--- config.mk ---
export PLATFORM = sky130hd
export DESIGN_NAME = mem_port_arbiter
export DESIGN_NICKNAME = d
export VERILOG_FILES = /design/src/rtl/mem_port_arbiter.sv
export SDC_FILE = /design/constraint.sdc
export NUM_CORES = 1
export LEC_CHECK = 0
export ABC_AREA = 1
export BUFFER_PORTS_ARGS = -buffer_cell sky130_fd_sc_hd__buf_4
export CAP_MARGIN = 0
export CORE_MARGIN = 2
export CORE_UTILIZATION = 50
export CTS_CLUSTER_SIZE = 30
export DETAILED_ROUTE_END_ITERATION = 10
export PLACE_DENSITY_LB_ADDON = 0.3
export SYNTH_ARGS = -nofsm -noshare
export SYNTH_HDL_FRONTEND = slang
export SYNTH_SLANG_ARGS = --single-unit
--- constraint.sdc ---
create_clock -name clk -period 3 [get_ports clk]
set_input_delay 0.45 -clock clk [delete_from_list [all_inputs] [get_ports clk]]
set_output_delay 0.45 -clock clk [all_outputs]
set_load 0.1 [all_outputs]
--- src/rtl/mem_port_arbiter.sv ---
// Arbitrates one single-port memory between instruction fetch and data access.
// Data has fixed priority; a starvation counter forces a fetch grant after
// STARVE_MAX consecutive data wins over a pending fetch. One access is in
// flight at a time: IDLE (arbitrate) -> ACCESS (MEM_LAT cycles) -> DONE (ack).
module mem_port_arbiter #(
  parameter int AW         = 32,
  parameter int DW         = 32,
  parameter int MEM_LAT    = 2,
  parameter int STARVE_MAX = 4
) (
  input  logic          clk,
  input  logic          rst,
  input  logic          if_req,
  input  logic [AW-1:0] if_addr,
  output logic [DW-1:0] if_rdata,
  output logic          if_ack,
  input  logic          d_req,
  input  logic          d_we,
  input  logic [AW-1:0] d_addr,
  input  logic [DW-1:0] d_wdata,
  output logic [DW-1:0] d_rdata,
  output logic          d_ack,
  output logic          mem_en,
  output logic          mem_we,
  output logic [AW-1:0] mem_addr,
  output logic [DW-1:0] mem_wdata,
  input  logic [DW-1:0] mem_rdata,
  output logic          busy
);

  localparam int CW = (MEM_LAT > 1) ? $clog2(MEM_LAT) : 1;
  localparam int SW = (STARVE_MAX > 0) ? $clog2(STARVE_MAX + 1) : 1;
  localparam logic [CW-1:0] CNT_LOAD   = CW'(MEM_LAT - 1);
  localparam logic [SW-1:0] STARVE_TOP = SW'(STARVE_MAX);

  typedef enum logic [1:0] {
    IDLE   = 2'd0,
    ACCESS = 2'd1,
    DONE   = 2'd2
  } state_t;

  state_t          state;
  logic [CW-1:0]   cnt;
  logic [SW-1:0]   starve_cnt;
  logic            grant_d;
  logic            pick_d;

  // Arbitration decision: data wins unless fetch has been starved long enough.
  always_comb begin
    pick_d = d_req && !(if_req && (starve_cnt == STARVE_TOP));
  end

  // Access sequencer: grant in IDLE, hold the memory request for MEM_LAT
  // cycles, then pulse the winner's ack for one cycle.
  always_ff @(posedge clk) begin
    if (rst) begin
      state      <= IDLE;
      cnt        <= '0;
      starve_cnt <= '0;
      grant_d    <= 1'b0;
      if_rdata   <= '0;
      if_ack     <= 1'b0;
      d_rdata    <= '0;
      d_ack      <= 1'b0;
      mem_en     <= 1'b0;
      mem_we     <= 1'b0;
      mem_addr   <= '0;
      mem_wdata  <= '0;
      busy       <= 1'b0;
    end else begin
      case (state)
        IDLE: begin
          if (if_req || d_req) begin
            state   <= ACCESS;
            busy    <= 1'b1;
            mem_en  <= 1'b1;
            cnt     <= CNT_LOAD;
            grant_d <= pick_d;
            if (pick_d) begin
              mem_addr  <= d_addr;
              mem_we    <= d_we;
              mem_wdata <= d_wdata;
              if (if_req && (starve_cnt != STARVE_TOP))
                starve_cnt <= starve_cnt + 1'b1;
            end else begin
              mem_addr   <= if_addr;
              mem_we     <= 1'b0;
              mem_wdata  <= '0;
              starve_cnt <= '0;
            end
          end
        end
        ACCESS: begin
          if (cnt == '0) begin
            state  <= DONE;
            mem_en <= 1'b0;
            mem_we <= 1'b0;
            if (grant_d) begin
              d_ack <= 1'b1;
              if (!mem_we)
                d_rdata <= mem_rdata;
            end else begin
              if_ack   <= 1'b1;
              if_rdata <= mem_rdata;
            end
          end else begin
            cnt <= cnt - 1'b1;
          end
        end
        DONE: begin
          state  <= IDLE;
          busy   <= 1'b0;
          if_ack <= 1'b0;
          d_ack  <= 1'b0;
        end
        default: state <= IDLE;
      endcase
    end
  end

endmodule

Word-level counts from Yosys, hierarchy flattened:

Cells that the tools add are included.

* divide/modulo/power cells: 0
* bitwise gates (word level): 3
* reduce and logical (&&, ||, !) cells: 19
* add/sub/neg operators: 2
* $mul: 0
* shift-type cells: 0
* multiplexer cells: 22
* eq/ne operators: 9
* order comparisons: 0

Operators by type and width (number)
* 2-to-1 mux 32 bit: 2
* AND reduction 3 bit: 5
* one-hot mux 1 bit (2 select lines): 6
* 2-to-1 mux 1 bit: 9
* inequality test 2 bit (second input constant): 4
* AND reduction 2 bit: 4
* 2-to-1 mux 3 bit: 2
* nonzero test 2 bit: 3
* 2-to-1 mux 2 bit: 2
* one-hot mux 2 bit (2 select lines): 1
* AND reduction 4 bit: 1
* adder 3 x 1 -> 3 bit (second input constant): 1
* == test 3 bit (second input constant): 1
* logical AND 1 bit: 3
* inequality test 3 bit (second input constant): 1
* inverter 1 bit: 3
* == test 2 x 1 -> 1 bit (second input constant): 1
* == test 2 bit (second input constant): 1
* logical NOT 2 bit: 1
* inequality test 2 x 1 -> 1 bit (second input constant): 1
* logical NOT 1 bit: 1
* logical OR 1 bit: 1
* subtractor 1 bit (second input constant): 1

* flip-flop bits (word level): 140
* memory bits (read-only): 0
* output and inout port bits: 133
* logic and storage cells: 68
* memories kept: 0
* bits in latches: 0
* input bits: 133
* RAM bits: 0

Depth between registers and ports, before layout:

* depth after elaboration: 7
* mapped depth: 10
* depth with buffers taken out: 8

Worst setup path after synthesis:

OpenSTA, ideal clock, no wires.

* path kind: flip-flop to flip-flop
* from: register mem_we
* to: register d_rdata[10]
* arrival time: 1.597 ns
* cell stages (with the launch flop): 6
* clock period less this slack: 1.662 ns
* required time: 2.935 ns
* library setup time: 0.065 ns
* path buffers: 1
* slack: 1.338 ns
* cell sequence: dfxtp_1 > nor2_1 > nand3_2 > clkbuf_1 > o21ai_0 > nor2_1

* word-level cells in the longest chain between the ends: 2

RTL lines
* from (decl): line 24 `output logic mem_we,`
* from (signal assigned): line 81 `mem_we <= d_we;`
* inverter 1 bit (no source line)
* AND reduction 4 bit (no source line)
* to (signal assigned): line 101 `d_rdata <= mem_rdata;`
* to (decl): line 21 `output logic [DW-1:0] d_rdata,`

No other way between the ends.
A chain may end at the register's enable or synchronous reset.

Worst setup path after layout:

* from: register state[0]
* to: register if_rdata[17]

* word-level cells in the longest chain between the ends: 2

RTL lines
* from (decl): line 42 `state_t state;`
* from (signal assigned): line 57 `state <= IDLE;`
* from (signal assigned): line 74 `state <= ACCESS;`
* from (signal assigned): line 95 `state <= DONE;`
* == test 2 x 1 -> 1 bit: line 71 `case (state)`
* AND reduction 3 bit (no source line)
* to (signal assigned): line 104 `if_rdata <= mem_rdata;`
* to (decl): line 15 `output logic [DW-1:0] if_rdata,`

No other way between the ends.

==> flow_summary_export.csv <==
group,metric,value,unit
run_status,status,"completed",
yosys,yosys_register_bits,140,
floorplan,io_pins,266,
finish,layout.nets,1134,
critical_path,critPathRequiredTime,3360,ps
yosys,synth.distinct_cells,20,
finish,drive_gt1_share,30.46,%
timing,setup_tns,0,ps
power_and_ir_drop,power_density,731.8,nW/µm²
floorplan,coreArea,10840,µm²
timing,worst_pin_slew,1106,ps
route,wl_met1,6209,µm
route,wire_per_inst,14.04,µm
global_route,grt_pass1_wl,24620,µm
yosys,yosys_warnings,0,
yosys,synth_edf_count,0,
cts,cts_setup_buffers,0,
floorplan,std_cell_rows,38,
finish,antenna_cells,0,
timing,fin_hold_ws,169.1,ps
route,topRoutingLayerUsed,"met4",
timing,setup_viol,0,
global_route,track_usage,26.54,%
hold_path,min_from,"d_wdata[4]",
placed_design,place_ws,814.5,ps
critical_path,crit_path_max_incr_delay,750,ps
route,ant_nets,0,
critical_path,r2r-start,"state[0]$_SDFFE_PP0P_",
critical_path,worstPathMaxFanout,34,
critical_path,slowest_stage,"nand2_1",
cts,clock_path_buffers,2,
cts,cts_tree,"built",
cts,clkSinkCount,140,
route,dr.pass1.iters,5,
floorplan,fp.dieH,109.6,µm
critical_path,crit_path_cell_trace,"inv_2 -> nor2_4 -> buf_4 -> nand2_1 -> nand2_1 -> a21oi_1",
yosys,synthCells,764,
cts,htree_num_levels,4,
cts,clk_latency,530,ps
yosys,synth_common_cells,"nand2_1, dfxtp_1, nor2_1",
placed_design,hpwl,10900,µm
timing,fin_ws,764.6,ps
yosys,synthArstFlopShare,0,%
critical_path,cpMostUsedCell,"nand2_1",
global_route,antenna_found_initial,0,
route,drc,0,
power_and_ir_drop,total_power,5.888,mW
floorplan,die_x,109.6,µm
finish,syn_to_final_growth,44.45,%
yosys,synth_area_per_cell,7.291,µm²
route,drtIter0Drc,385,
global_route,grt_max_degree,106,
route,totalWireLength,16160,µm
route,viasPerCell,5.028,
cts,clk_pin_slew_worst_paths,60,ps
critical_path,crit_arrival,2600,ps
yosys,seq_area_frac_synth,50.31,%
timing,finalHoldViolCount,0,
critical_path,start_kind,"flip-flop",
critical_path,worstSetupPathType,"flip-flop to flip-flop",
critical_path,cp_top_family,"simple AND/OR/NAND/NOR gates",
yosys,synth_fp_nets,899,
timing,fmax,0.4473,GHz
critical_path,r2r-end,"if_rdata[17]$_SDFFE_PP0P_",
global_route,grt_pass1_vias,5157,
finish,fin_util,74.23,%
route,wl_met2,8022,µm
timing,min_period,2235,ps
critical_path,critical_path_buf_inv_count,2,
timing,post-route-period-util,74.51,%
yosys,yosysMostFrequentCell,"nand2_1",
placed_design,gp_congestion,0.8268,
job,cap_viol_max_count,0,
power_and_ir_drop,ir_drop,437.9,µV
hold_path,hold_class,"primary input to flip-flop",
hold_path,holdPathEnd,"mem_wdata[4]$_SDFFE_PP0P_",
route,wl_met3,1487,µm
critical_path,r2r_cells,6,
critical_path,rrSetupSlack,760,ps
yosys,yosys.area.top_type,"dfxtp_1",
timing,max_slew_margin,26.09,%
floorplan,initial_core_util,51.39,%
critical_path,worstSetupEndpointType,"flip-flop",
yosys,yosysTopAreaCellShare,50.31,%
timing,rsz0062_at_grt,"false",
yosys,synth_area,5570,µm²
timing,slew_violations,0,
hold_path,hold_depth,3,
cts,clockRootBuffer,"clkbuf_8",
global_route,overflow,0,
yosys,synthFlopType,"dfxtp_1",
cts,cts-resized-gates,0,
cts,hold_buffers,0,
floorplan,die-area,12000,µm²
cts,cts_inserted_buffers,17,
yosys,synthTopCellsByArea,"dfxtp_1, nand2_1, nor2_1",
timing,skew,7.502,ps
route,vias,5787,
power_and_ir_drop,leakagePower,3.906,nW
placed_design,port_buffers,265,
-- power breakdown --
part / internal, mW / leakage [nW] / total [mW] / switching, mW
Combinational: 0.410 / 2.47 / 1.75 / 1.34
Sequential: 2.00 / 1.14 / 2.07 / 0.0751
Clock: 1.32 / 0.291 / 2.06 / 0.742
Total: 3.73 / 3.91 / 5.89 / 2.16
-- routing by layer --
metal	GRT usage, %	vias to the layer above
li1	-	2900
met1	30.44	2614
met2	44.66	234
met3	9.188	39
met4	11.75	0
met5	0	-
-- cell families after synthesis --
kind of cell | Yosys count | share of synthesized area (%)
buf+inv | 96 | 8.378
simple gates | 419 | 31.24
flops | 140 | 50.31
fa+ha+maj | 2 | 0.4492
compound gates | 107 | 9.614
-- tightest hold or removal path: cells and delay by family --
family	cells	cell delay (ps)
and+or+nand+nor	1	40
AOI/OAI and AO/OA	1	100
buffers and inverters	1	80
-- how the worst max path moves through the flow --
stage | startpoint | endpoint | depth (start not counted)
after CTS | state[0]$_SDFFE_PP0P_ | if_rdata[17]$_SDFFE_PP0P_ | 6
after floorplan | mem_we$_SDFFE_PP0P_ | d_rdata[10]$_SDFFE_PP0P_ | 5
after global routing | state[0]$_SDFFE_PP0P_ | if_rdata[17]$_SDFFE_PP0P_ | 6
final | state[0]$_SDFFE_PP0P_ | if_rdata[17]$_SDFFE_PP0P_ | 6
after detailed placement | d_req | mem_addr[4]$_SDFFE_PP0P_ | 8
after global placement | d_req | mem_addr[30]$_SDFFE_PP0P_ | 8
-- stage by stage --
step | area (µm²) | std cells
after floorplan | 5570 | 764
after global placement | 7465 | 1120
after detailed placement | 7465 | 1120
after CTS | 8046 | 1151
after global routing | 8046 | 1151
final | 8046 | 1151
-- cell type report --
cell class	instances	area [µm²]
Sequential cell	140	2803
Fill cell	895	2794
Multi-Input combinational cell	528	2303
Timing Repair Buffer	269	2019
Clock buffer	23	466.7
Tap cell	140	175.2
Inverter	43	163.9
Clock inverter	8	115.1
-- layout by cell type, fill, tap and decap left out, types with 3 or more instances in the layout --
master	synthesis	routed
o21ai_0	34	34
clkbuf_1	23	3
inv_1	39	39
dfxtp_1	140	140
buf_4	9	269
clkbuf_8	0	4
clkbuf_16	0	16
bufinv_16	0	3
nand3_1	100	100
nand2_1	179	179
clkinv_2	0	5
nor2_1	134	133
inv_2	3	3
a21oi_1	73	73
-- registers in the layout, summed over array words and instances (netlist names) --
signal,flops
d_rdata,32
if_rdata,32
mem_addr,32
mem_wdata,32
starve_cnt,3
state,2
busy,1
cnt,1
d_ack,1
grant_d,1
if_ack,1
mem_en,1
mem_we,1
Power figures use the tool's default switching activity.
